--- src/rtl/kpn_pkg.sv ---
// Shared definitions for the KPN datapath stages (merge, split, join).
// Token width, counter width and the input-select encoding live here.
package kpn_pkg;

  localparam int unsigned KPN_DATA_W  = 16;
  localparam int unsigned KPN_CNT_W   = 16;
  localparam int unsigned KPN_BURST_W = 8;

  typedef enum logic {
    SEL_A = 1'b0,
    SEL_B = 1'b1
  } sel_e;

  function automatic sel_e sel_flip(input sel_e s);
    return (s == SEL_A) ? SEL_B : SEL_A;
  endfunction

endpackage

--- src/rtl/kpn_out_stage.sv ---
// One-entry valid/ready output register shared by the KPN stages.
// A load may coincide with the downstream handshake, giving 1 token/clk.
module kpn_out_stage #(
  parameter int unsigned DATA_W = 16
) (
  input  logic              clk,
  input  logic              rst_n,
  input  logic              load,
  input  logic [DATA_W-1:0] load_data,
  input  logic              out_rdy,
  output logic [DATA_W-1:0] out_data,
  output logic              out_vld,
  output logic              free,
  output logic              emit
);

  logic [DATA_W-1:0] data_q;
  logic              vld_q;

  assign free     = !vld_q | out_rdy;
  assign emit     = vld_q & out_rdy;
  assign out_data = data_q;
  assign out_vld  = vld_q;

  always_ff @(posedge clk) begin
    if (!rst_n) begin
      data_q <= '0;
      vld_q  <= 1'b0;
    end else if (load) begin
      data_q <= load_data;
      vld_q  <= 1'b1;
    end else if (out_rdy) begin
      vld_q  <= 1'b0;
    end
  end

endmodule

--- src/rtl/merge_module.sv ---
// Deterministic two-into-one KPN merge: BURST_LEN tokens from A, then from B.
// The unselected input is never taken, so the output order is timing-independent.
module merge_module
  import kpn_pkg::*;
#(
  parameter int unsigned DATA_W    = KPN_DATA_W,
  parameter int unsigned BURST_LEN = 1,
  parameter int unsigned START_B   = 0
) (
  input  logic                 clk,
  input  logic                 rst_n,
  input  logic [DATA_W-1:0]    entry_1,
  input  logic                 entry_1_vld,
  output logic                 entry_1_rdy,
  input  logic [DATA_W-1:0]    entry_2,
  input  logic                 entry_2_vld,
  output logic                 entry_2_rdy,
  output logic [DATA_W-1:0]    output_1,
  output logic                 output_1_vld,
  input  logic                 output_1_rdy,
  output logic [KPN_CNT_W-1:0] token_cnt
);

  localparam logic [KPN_BURST_W-1:0] BurstLast = KPN_BURST_W'(BURST_LEN - 1);
  localparam sel_e SelInit = (START_B != 0) ? SEL_B : SEL_A;

  sel_e                   sel_q;
  logic [KPN_BURST_W-1:0] burst_q;
  logic [KPN_CNT_W-1:0]   token_cnt_q;
  logic                   free;
  logic                   emit;
  logic                   accept;
  logic [DATA_W-1:0]      sel_data;

  // Ready is gated by reset so nothing is consumed while the stage is held.
  assign entry_1_rdy = (sel_q == SEL_A) & free & rst_n;
  assign entry_2_rdy = (sel_q == SEL_B) & free & rst_n;

  assign accept   = (sel_q == SEL_A) ? (entry_1_vld & entry_1_rdy)
                                     : (entry_2_vld & entry_2_rdy);
  assign sel_data = (sel_q == SEL_A) ? entry_1 : entry_2;

  always_ff @(posedge clk) begin
    if (!rst_n) begin
      sel_q   <= SelInit;
      burst_q <= '0;
    end else if (accept) begin
      if (burst_q == BurstLast) begin
        burst_q <= '0;
        sel_q   <= sel_flip(sel_q);
      end else begin
        burst_q <= burst_q + KPN_BURST_W'(1);
      end
    end
  end

  always_ff @(posedge clk) begin
    if (!rst_n) begin
      token_cnt_q <= '0;
    end else if (emit) begin
      token_cnt_q <= token_cnt_q + KPN_CNT_W'(1);
    end
  end

  assign token_cnt = token_cnt_q;

  kpn_out_stage #(
    .DATA_W (DATA_W)
  ) u_out_stage (
    .clk       (clk),
    .rst_n     (rst_n),
    .load      (accept),
    .load_data (sel_data),
    .out_rdy   (output_1_rdy),
    .out_data  (output_1),
    .out_vld   (output_1_vld),
    .free      (free),
    .emit      (emit)
  );

endmodule

--- config.mk ---
export PLATFORM = sky130hd
export DESIGN_NAME = merge_module
export DESIGN_NICKNAME = d
export VERILOG_FILES = /design/src/rtl/kpn_pkg.sv /design/src/rtl/kpn_out_stage.sv /design/src/rtl/merge_module.sv
export SDC_FILE = /design/constraint.sdc
export NUM_CORES = 1
export LEC_CHECK = 0
export ABC_AREA = 1
export BUFFER_PORTS_ARGS = -buffer_cell sky130_fd_sc_hd__buf_2
export CORE_MARGIN = 2
export CORE_UTILIZATION = 50
export CTS_CLUSTER_DIAMETER = 120
export DETAILED_ROUTE_END_ITERATION = 8
export GPL_TIMING_DRIVEN = 0
export PLACE_DENSITY = 0.8
export SLEW_MARGIN = 30
export SYNTH_ARGS = -nofsm -noshare
export SYNTH_HDL_FRONTEND = slang
export SYNTH_SLANG_ARGS = --single-unit
--- constraint.sdc ---
create_clock -name clk -period 1.4 [get_ports clk]
set_input_delay 0.28 -clock clk [delete_from_list [all_inputs] [get_ports clk]]
set_output_delay 0.28 -clock clk [all_outputs]
set_load 0.01 [all_outputs]
==> key figures, run 1 <==
Run status
  • Status: finished clean

Logic synthesis
  • Count leader, synth: nand2_1
  • Post-synth top area cell: dfxtp_1
  • Yosys warns: 0
  • Synth area leaders: dfxtp_1 (40%), nand2_1 (18%), nor2_1 (13%)
  • Synth top area share: 0.401
  • Unique masters post-synth: 25
  • Post-synthesis sequential area ratio: 0.401
  • Post-synth EDFFs: 0
  • Synthesized Nets: 365
  • Mapped cell area: roughly 0.0021 sq mm
  • Avg Inst Size Synth: between 6 and 7 sq um
  • Post-synth top flop: dfxtp_1
  • Most instantiated cells after synthesis: nand2_1 (98), nor2_1 (70), dfxtp_1 (42)
  • Synth Instances: roughly 330
  • Async set-or-reset flop fraction in the synthesized netlist: 0
  • Seq cells post-synth: 42

Layout
  • Area Growth Syn to Fin: 28.3%
  • Fin util: 0.668
  • Layout Cells excl Fill: 456
  • Ratio of cells with drive above 1 in the final layout: 0.273
  • Ant diodes: 0
  • Final-layout fill cell count: between 300 and 400
  • Final #Nets: ~450

Clock network
  • CTS tree: built
  • Total CTS buffers: 5
  • Cts hold-fix bufs: 0
  • CTS root buffer: clkbuf_8
  • H-Tree Depth: 2
  • Clock latency on the worst-skew pair: slightly below 0.3 ns
  • Clock transition at path regs: around 0.08 ns
  • Clock Sinks: 42
  • Max Buffers Root-to-Sink: 2

Die
  • Core footprint: 0.00403 sq mm
  • Rows: 23
  • Die area: ~0.0047 sq mm
  • Initial core utilization: 0.521
  • Io pins: 72
  • Chip width: 68.8 um
  • Die height: roughly 69 um

Setup path
  • Setup slack, reg-to-reg: ~0.10 ns
  • Critical Path AT: 1.09 ns
  • Critical Path Max Stage Delay: approximately 0.34 ns
  • Buf/Inv on CP: 1
  • Critical path fanouts, max: 4
  • WS Path Type: reg -> out
  • Worst EP required: between 1 and 1.5 ns
  • Worst path most repeated cell: nand2_2
  • Startpoint Class: flop
  • Crit-path cells: nand2_2 > nand2_2 > nor2_1 > buf_2
  • CP delay by family, top: flip-flops
  • CP max-delay cell: dfxtp_2
  • CP endpoint kind: output port

STA
  • Least-Margin Pin Slew: between 0.3 and 0.4 ns
  • Slew margin rel.: 0.735
  • Fmax: between 700 and 800 MHz
  • Fin crit share: 0.980
  • PnR worst setup slack: about 0.028 ns
  • Final worst path period need: between 1 and 1.5 ns
  • Unrepaired setup endpoints after global routing: yes
  • Final setup vio count: 0
  • Fin. Hold Viols: 0
  • Clock Skew: 0.00238 ns
  • Hold slack: between 0.2 and 0.3 ns
  • Max Slew Vio Count: 0

Place
  • GPL Wtd Cong: between 0.8 and 0.9
  • Dpl ws: -0.0526 ns
  • DP HPWL: 3.72 mm
  • Port bufs: a little over 70
  • Placed insts: approximately 450

Global route
  • Initial antenna violation count: 0
  • GRT Util Overall: 0.227
  • First-pass GRT wire length: approximately 8.1 mm
  • Grt met2 use: 0.386
  • Largest net degree at the start of global routing: 20
  • GR Util met1: 0.287
  • GRT overflow: 0
  • Vias in the first global route: between 1500 and 2000
  • Grt met3 use: 0.0552
  • GRT busiest layer: met2

Pwr
  • Peak VDD IR: between 0.0006 and 0.0007 V
  • Total Power: roughly 2600 uW
  • Pleak: about 0.0014 uW
  • Power Density: 971 mW/mm^2

Detailed routing
  • DR vias: approximately 2300
  • Post-DRT Antenna Nets: 0
  • # DRC: 0
  • Total Routed Length: between 5 and 6 mm
  • 1st-pass router iterations: 4
  • DR vias/cell: a little under 5
  • Wire per inst: approximately 11 um
  • 1st-iter DRT viols: 106

Run
  • Max Cap Viol: 0

Hold path
  • Hold WC Path Type: in -> reg
==> kinds of logic after synthesis <==
logic type,after synthesis,synth area share
AND/OR/NAND/NOR,193,0.368
AO/OA/AOI/OAI,44,0.112
buffers and inverters,42,0.0972
flip-flops,42,0.401
adder cells (fa/ha/maj),3,0.0179
XOR/XNOR,1,0.00417
==> cell usage in the layout (no fill, tap or decap), types with 2 or more instances in the layout <==
cell type	n
ha_1	2
dfxtp_1	35
clkbuf_8	6
nand4_1	8
dfxtp_2	6
nand3b_1	2
a21oi_1	15
nand2_1	95
buf_2	71
nand2_2	3
buf_6	5
nor2_1	66
nor2_2	5
o21ai_0	24
buf_4	4
inv_1	28
nand3_1	13
clkbuf_1	3
==> routing by layer <==
layer  vias to the layer above  part of all wire
met5                         -                 0
met4                         0            0.0049
met3                         2             0.080
met2                        75              0.46
met1                      1003              0.46
li1                       1178                 -
==> worst paths after layout <==
path	startpoint	endpoint	cells after the start
hold reg to reg	token_cnt[4]	token_cnt[4]	2
setup / recovery	u_out_stage.out_vld	entry_2_rdy	4
hold / removal	entry_1[2]	u_out_stage.out_data[2]	5
setup reg to reg	u_out_stage.out_vld	token_cnt[9]	7
==> metrics by stage <==
step	area [sq um]	setup TNS [ns]
floorplan	2100	0
finish	2690	0
global placement	2520	-0.126
global route	2690	-0.0426
detailed placement	2520	-0.121
CTS	2620	0
==> power by group <==
| group | internal (uW) | total [uW] | switching, uW | leakage (uW) |
|---|---|---|---|---|
| Sequential | 1260 | 1300 | 41.0 | 0.000346 |
| Clock | 398 | 801 | 403 | 0.0000482 |
| Combinational | 220 | 512 | 292 | 0.000980 |
==> worst register-to-register path: cells and delay by family (launching register included) <==
family | cells | cell delay [ns]
AND/OR/NAND/NOR | 6 | 0.66
AO/OA/AOI/OAI | 1 | 0.17
flip-flops | 1 | 0.36
==> registers in the layout (all words and copies together), names as in the netlist <==
signal / flops
token_cnt: 16
u_out_stage.out_data: 16
burst_q: 8
sel_q: 1
u_out_stage.out_vld: 1
==> layout make-up <==
| class | instances | area, sq um | share of cell area |
|---|---|---|---|
| timing repair buffer | 75 | 385 | 0.143 |
| buffer | 10 | 96.3 | 0.0358 |
| sequential | 42 | 852 | 0.317 |
| clock buffer | 7 | 86.3 | 0.0321 |
| clock inverter | 1 | 5.00 | 0.00186 |
| inverter | 30 | 125 | 0.0465 |
| multi-input combinational | 241 | 1080 | 0.401 |
| tap | 50 | 62.6 | 0.0232 |
==> repair_timing <==
action                                  CTS  global route
gates resized for setup                   8            20
pin swaps                                 0             4
endpoints found under the setup margin    2            32
buffers inserted                          0             4
(Power assumes the default switching activity.)
==> inputs of run 2 (changes only) <==
--- a/config.mk
+++ b/config.mk
@@ -7,13 +7,13 @@
 export LEC_CHECK = 0
 export ABC_AREA = 1
 export BUFFER_PORTS_ARGS = -buffer_cell sky130_fd_sc_hd__buf_2
-export CORE_MARGIN = 2
-export CORE_UTILIZATION = 50
+export CORE_UTILIZATION = 45
 export CTS_CLUSTER_DIAMETER = 120
 export DETAILED_ROUTE_END_ITERATION = 8
 export GPL_TIMING_DRIVEN = 0
-export PLACE_DENSITY = 0.8
+export PLACE_DENSITY = 0.76
 export SLEW_MARGIN = 30
 export SYNTH_ARGS = -nofsm -noshare
 export SYNTH_HDL_FRONTEND = slang
 export SYNTH_SLANG_ARGS = --single-unit
+export TNS_END_PERCENT = 10
==> constraint.sdc (replaced) <==
create_clock -name clk -period 1.25 [get_ports clk]
set_input_delay 0.25 -clock clk [delete_from_list [all_inputs] [get_ports clk]]
set_output_delay 0.25 -clock clk [all_outputs]
set_load 0.01 [all_outputs]
==> key figures, run 2 (synthesis gave the netlist of run 1 again) <==
Setup path
  • Startpoint Class: flop (unchanged)
  • Critical Path AT: 1.10 ns (was 1.09 ns)
  • Critical Path Max Stage Delay: 0.34 ns (about the same)
  • CP max-delay cell: dfxtp_2 (unchanged)
  • Worst EP required: 1.00 ns (was 1.12 ns)
  • Critical path fanouts, max: 4 (unchanged)
  • CP endpoint kind: output port (unchanged)
  • Crit-path cells: buf_6 > clkbuf_16 > nor2_1 > buf_2 (was nand2_2 > nand2_2 > nor2_1 > buf_2)
  • WS Path Type: reg -> out (unchanged)

Clock network
  • Clock latency on the worst-skew pair: 0.29 ns (about the same)
  • H-Tree Depth: 2 (unchanged)
  • Clock transition at path regs: 0.08 ns (about the same)
  • Max Buffers Root-to-Sink: 2 (unchanged)
  • CTS root buffer: clkbuf_8 (unchanged)
  • Total CTS buffers: 5 (unchanged)
  • Clock Sinks: 42 (unchanged)
  • Cts hold-fix bufs: 0 (unchanged)
  • CTS tree: built (unchanged)

STA
  • Hold slack: 0.273 ns (was 0.297 ns)
  • Final setup vio count: 15 (was 0)
  • Final worst path period need: ~1.3 ns
  • Fin. Hold Viols: 0 (unchanged)
  • Slew margin rel.: 0.704 (was 0.735)
  • Unrepaired setup endpoints after global routing: yes (unchanged)
  • Least-Margin Pin Slew: 0.443 ns (was 0.398 ns)
  • PnR worst setup slack: -0.0957 ns (was 0.0281 ns)
  • Fmax: 743 MHz
  • Clock Skew: 0.00600 ns (was 0.00238 ns)
  • Fin crit share: 1.08
  • Max Slew Vio Count: 0 (unchanged)

Layout
  • Register area: 868 sq um (was 852 sq um)
  • Final #Nets: 454 (was 445)
  • Area Growth Syn to Fin: 38.8% (was 28.3%)
  • Ant diodes: 0 (unchanged)
  • Final-layout fill cell count: 392 (was 374)
  • Multi-input logic area: 0.00118 sq mm (was 0.00108 sq mm)
  • Most frequent cells in the layout: nand2_1 (93), buf_2 (72), nor2_1 (50) (was nand2_1 (95), buf_2 (71), nor2_1 (66))
  • Commonest non-fill, non-tap cell in the layout: nand2_1 (unchanged)
  • Ratio of cells with drive above 1 in the final layout: 0.360 (was 0.273)
  • Finished Cell Area: 0.00291 sq mm (was 0.00269 sq mm)

Global route
  • GRT overflow: 0 (unchanged)
  • First-pass GRT wire length: 9.53 mm (was 8.14 mm)
  • GRT Util Overall: 0.240 (was 0.227)
  • Vias in the first global route: 2190 (was 1946)
  • Initial antenna violation count: 0 (unchanged)
  • Largest net degree at the start of global routing: 13 (was 20)

Die
  • Io pins: 72 (unchanged)
  • Chip width: 70.3 um (was 68.8 um)
  • Die area: 0.00494 sq mm (was 0.00473 sq mm)
  • Initial core utilization: 0.475 (was 0.521)
  • Die height: 70.3 um (was 68.8 um)
  • Core footprint: 0.00441 sq mm (was 0.00403 sq mm)
  • Rows: 24 (was 23)

Place
  • GPL Wtd Cong: 0.890 (was 0.874)
  • Dpl cell area: 0.00252 sq mm (about the same)
  • Port bufs: 71 (unchanged)
  • DP HPWL: 3.89 mm (was 3.72 mm)

Detailed routing
  • Post-DRT Antenna Nets: 0 (unchanged)
  • 1st-pass router iterations: 4 (unchanged)
  • Wire per inst: 12.5 um (was 11.1 um)
  • Wl on met1: 2.52 mm (was 2.32 mm)
  • DR vias/cell: 5.17 (was 4.95)
  • Met3 wire length: 365 um (was 402 um)
  • # DRC: 0 (unchanged)
  • Total Routed Length: 5.84 mm (was 5.05 mm)
  • 1st-iter DRT viols: 124 (was 106)
  • DR vias: 2410 (was 2258)
  • Highest routed layer: met4 (unchanged)
  • WL met2: 2.86 mm (was 2.30 mm)

Pwr
  • Peak VDD IR: 0.000561 V (was 0.000607 V)
  • Pleak: 0.00145 uW (was 0.00137 uW)
  • Power Density: 1110 mW/mm^2 (was 971 mW/mm^2)

Run
  • Max Cap Viol: 0 (unchanged)

Run status
  • Failing checks: setup timing
  • Status: complete, but fails checks (was finished clean)

Hold path
  • Hold WC Path Type: in -> reg (unchanged)
==> run 2: cell type report <==
cell class	count	area share
Multi-Input combinational cell	241	0.405
Sequential cell	42	0.298
Timing Repair Buffer	82	0.149
Buffer	12	0.0447
Inverter	30	0.0412
Clock buffer	6	0.0284
Tap cell	52	0.0223
Clock inverter	1	0.0103
==> run 2: through the flow <==
step           std cells  power, uW  setup TNS, ns   util  setup WS (ns)
6_report             466       3220         -0.272  0.660        -0.0957
5_1_grt              466       3380          -2.41  0.660         -0.134
3_5_place_dp         448       2020          -3.69  0.571         -0.172
3_3_place_gp         448       2020          -3.19  0.571         -0.180
2_1_floorplan        325       1820              0      -         0.0349
4_1_cts              461       3190         -0.327  0.626         -0.106
==> run 2: what timing repair did <==
item / CTS / global route
setup buffers: 6 / 4
resized for setup: 32 / 43
gates cloned: 0 / 1
setup endpoints to repair: 34 / 38
pin swaps: 6 / 8
==> run 2: critical path: cells and delay by family, from the launching register on <==
family | cells | cell delay [ns]
buffers and inverters | 3 | 0.40
DFF | 1 | 0.34
and+or+nand+nor | 1 | 0.07
==> run 2: path summary, 6_finish.rpt <==
kind,depth (start not counted),slack (ns),end,from
worst max-delay path,4,-0.1,entry_1_rdy,sel_q
worst min-delay path,5,0.27,u_out_stage.out_data[6],entry_1[6]
worst max register to register,8,-0.05,burst_q[5],u_out_stage.out_vld
worst min register to register,2,0.49,token_cnt[6],token_cnt[6]
==> run 2: per-layer routing <==
metal	GRT usage	up-vias
li1	-	1201
met1	0.296	1110
met2	0.413	85
met3	0.0462	14
met4	0.0844	0
met5	0	-
==> run 2: power breakdown <==
group          switching, uW  internal, uW
clock network            453           639
registers               49.5          1410
logic                    375           299
total                    878          2350
==> inputs of run 3 (changes only) <==
--- a/config.mk
+++ b/config.mk
@@ -6,14 +6,15 @@
 export NUM_CORES = 1
 export LEC_CHECK = 0
 export ABC_AREA = 1
-export BUFFER_PORTS_ARGS = -buffer_cell sky130_fd_sc_hd__buf_2
+export BUFFER_PORTS_ARGS = -buffer_cell sky130_fd_sc_hd__buf_4
 export CORE_UTILIZATION = 45
 export CTS_CLUSTER_DIAMETER = 120
 export DETAILED_ROUTE_END_ITERATION = 8
 export GPL_TIMING_DRIVEN = 0
-export PLACE_DENSITY = 0.76
+export PLACE_DENSITY = 0.75
 export SLEW_MARGIN = 30
 export SYNTH_ARGS = -nofsm -noshare
 export SYNTH_HDL_FRONTEND = slang
+export SYNTH_HIERARCHICAL = 1
 export SYNTH_SLANG_ARGS = --single-unit
 export TNS_END_PERCENT = 10
==> key figures, run 3 <==
Logic synthesis
  • Yosys warns: 6 (was 0)
  • Post-synthesis sequential area ratio: 0.390 (was 0.401)
  • Synth area leaders: dfxtp_1 (39%), nand2_1 (18%), nor2_1 (10%) (was dfxtp_1 (40%), nand2_1 (18%), nor2_1 (13%))
  • Unique masters post-synth: 29 (was 25)
  • Count leader, synth: nand2_1 (unchanged)
  • Async set-or-reset flop fraction in the synthesized netlist: 0 (unchanged)
  • Avg Inst Size Synth: 6.55 sq um (was 6.46 sq um)
  • Synth top area share: 0.390 (was 0.401)
  • Synth Instances: 329 (was 325)
  • Most instantiated cells after synthesis: nand2_1 (102), nor2_1 (60), dfxtp_1 (42) (was nand2_1 (98), nor2_1 (70), dfxtp_1 (42))
  • Mapped cell area: 0.00216 sq mm (was 0.00210 sq mm)
  • Seq cells post-synth: 42 (unchanged)
  • Post-synth top area cell: dfxtp_1 (unchanged)
  • Synthesized Nets: 369 (was 365)
  • Post-synth top flop: dfxtp_1 (unchanged)
  • Post-synth EDFFs: 0 (unchanged)

Clock network
  • Max Buffers Root-to-Sink: 2 (unchanged)
  • Clock transition at path regs: 0.08 ns (about the same)
  • Total CTS buffers: 5 (unchanged)
  • Clock Sinks: 42 (unchanged)
  • Clock latency on the worst-skew pair: 0.30 ns (was 0.29 ns)
  • CTS root buffer: clkbuf_8 (unchanged)
  • CTS tree: built (unchanged)
  • H-Tree Depth: 2 (unchanged)

Die
  • Die height: 71.2 um (was 70.3 um)
  • Rows: 24 (unchanged)
  • Initial core utilization: 0.482 (was 0.475)
  • Io pins: 72 (unchanged)
  • Chip width: 71.2 um (was 70.3 um)
  • Core footprint: 0.00447 sq mm (was 0.00441 sq mm)
  • Die area: 0.00507 sq mm (was 0.00494 sq mm)

STA
  • Fin Setup TNS: -0.199 ns (was -0.272 ns)
  • Final setup vio count: 6 (was 15)
  • Fin crit share: 1.07 (was 1.08)
  • Final worst path period need: 1.34 ns (was 1.35 ns)
  • Max Slew Vio Count: 0 (unchanged)
  • Clock Skew: 0.00968 ns (was 0.00600 ns)
  • Fmax: 744 MHz (was 743 MHz)
  • Slew margin rel.: 0.697 (was 0.704)
  • Least-Margin Pin Slew: 0.454 ns (was 0.443 ns)
  • Fin. Hold Viols: 0 (unchanged)
  • Hold slack: 0.239 ns (was 0.273 ns)
  • Unrepaired setup endpoints after global routing: yes (unchanged)
  • PnR worst setup slack: -0.0933 ns (was -0.0957 ns)

Place
  • DP HPWL: 3.84 mm (was 3.89 mm)
  • Port bufs: 71 (unchanged)
  • GPL Wtd Cong: 0.780 (was 0.890)

Run
  • Max Cap Viol: 0 (unchanged)

Hold path
  • Hold Startpoint: rst_n (was entry_1[6])
  • Hold WC Path Type: in -> reg (unchanged)

Pwr
  • Peak VDD IR: 0.000678 V (was 0.000561 V)
  • Pleak: 0.00149 uW (was 0.00145 uW)
  • Power Density: 1060 mW/mm^2 (was 1110 mW/mm^2)

Setup path
  • RR Startpoint: u_out_stage/out_vld (was u_out_stage.out_vld)
  • Critical path fanouts, max: 9 (was 4)
  • CP endpoint kind: output port (unchanged)
  • WS Path Type: in -> out (was reg -> out)
  • Startpoint Class: input port (was flop)
  • Worst EP required: 1.00 ns (about the same)
  • Worst Setup SP: rst_n (was sel_q)
  • Critical Path AT: 1.09 ns (was 1.10 ns)

Global route
  • GRT overflow: 0 (unchanged)
  • First-pass GRT wire length: 9.14 mm (was 9.53 mm)
  • Largest net degree at the start of global routing: 14 (was 13)
  • Initial antenna violation count: 0 (unchanged)
  • Vias in the first global route: 2147 (was 2190)
  • GRT Util Overall: 0.222 (was 0.240)

Detailed routing
  • DR vias/cell: 4.87 (was 5.17)
  • Wire per inst: 11.5 um (was 12.5 um)
  • 1st-iter DRT viols: 101 (was 124)
  • DR vias: 2279 (was 2410)
  • Total Routed Length: 5.38 mm (was 5.84 mm)
  • Post-DRT Antenna Nets: 0 (unchanged)
  • 1st-pass router iterations: 6 (was 4)
  • # DRC: 5 (was 0)

Run status
  • Failing checks: DRC, setup timing (was setup timing)
  • Status: complete, but fails checks (unchanged)

Layout
  • Area Growth Syn to Fin: 40.7% (was 38.8%)
  • Final-layout fill cell count: 402 (was 392)
  • Final #Nets: 455 (was 454)
  • Ratio of cells with drive above 1 in the final layout: 0.325 (was 0.360)
  • Ant diodes: 0 (unchanged)
  • Commonest non-fill, non-tap cell in the layout: nand2_1 (unchanged)
  • Most frequent cells in the layout: nand2_1 (98), buf_4 (79), nor2_1 (59) (was nand2_1 (93), buf_2 (72), nor2_1 (50))
[run 3: changes by cell type in the layout (fill, tap and decap cells not counted), moves of 5 or more]
| cell | previous run | this run |
|---|---|---|
| buf_4 | 13 | 79 |
| nor2_2 | 16 | 4 |
| dfxtp_2 | 10 | 5 |
| nand2_2 | 2 | 8 |
| dfxtp_1 | 28 | 36 |
| buf_2 | 72 | 1 |
| o21ai_1 | 2 | 16 |
| nand3_1 | 12 | 17 |
| nand2_1 | 93 | 98 |
| o21ai_0 | 22 | 4 |
| nor2_1 | 50 | 59 |
[run 3: timing repair]
item / 4_1_cts / 5_1_grt
setup endpoints to repair: 27 / 38
hold buffers: 0 / 0
pin swaps: 7 / 6
gates resized for setup: 37 / 16
buffers inserted: 8 / 1
[run 3: worst max-delay path: stages]
cell	delay (ns)
buf_4	0.14
buf_4	0.17
clkinv_2	0.17
nor3_2	0.21
buf_4	0.14
[run 3: worst paths after layout]
path	endpoint	slack [ns]	cells past startpoint
min reg2reg	token_cnt[0]	0.47	1
max reg2reg	token_cnt[13]	-0.02	10
max	entry_2_rdy	-0.09	5
min	u_out_stage/out_data[11]	0.24	3
[run 3: final cells by class]
type	count	area [sq um]	share of cell area
Buffer	10	98.8	0.0326
Tap cell	52	65.1	0.0214
Multi-Input combinational cell	247	1180	0.389
Timing Repair Buffer	80	612	0.202
Inverter	29	118	0.0388
Clock inverter	2	37.5	0.0124
Sequential cell	42	851	0.280
Clock buffer	6	72.6	0.0239
[run 3: power breakdown]
part	switching [uW]	internal, uW	leakage [uW]
logic	345	342	0.00109
registers	46.8	1410	0.000345
clock network	476	596	0.0000514
[run 3: routing by layer]
layer | GRT usage | vias to the layer above | part of all wire
met5 | 0 | - | 0
met4 | 0.0644 | 0 | 0.020
met3 | 0.0492 | 12 | 0.057
met2 | 0.401 | 55 | 0.48
met1 | 0.262 | 1007 | 0.44
li1 | - | 1205 | -
[run 3: cell families (layout without fill, tap and decap cells)]
family,Yosys count,count (layout),synth area share
AO/OA/AOI/OAI,39,39,0.0946
AND/OR/NAND/NOR,203,203,0.403
flip-flops,42,42,0.390
adder cells (fa/ha/maj),3,3,0.0174
XOR/XNOR,2,2,0.00813
buffers and inverters,40,127,0.0870
[run 3: metrics by stage]
step	area [sq um]	total power (uW)	setup slack, ns	util	cells
after floorplan	2160	1810	-0.0154	-	329
after global placement	2760	2070	-0.195	0.616	452
after detailed placement	2760	2080	-0.203	0.616	452
final	3030	3220	-0.0933	0.678	468
after global routing	3030	3390	-0.139	0.678	468
after CTS	2990	3240	-0.121	0.669	468
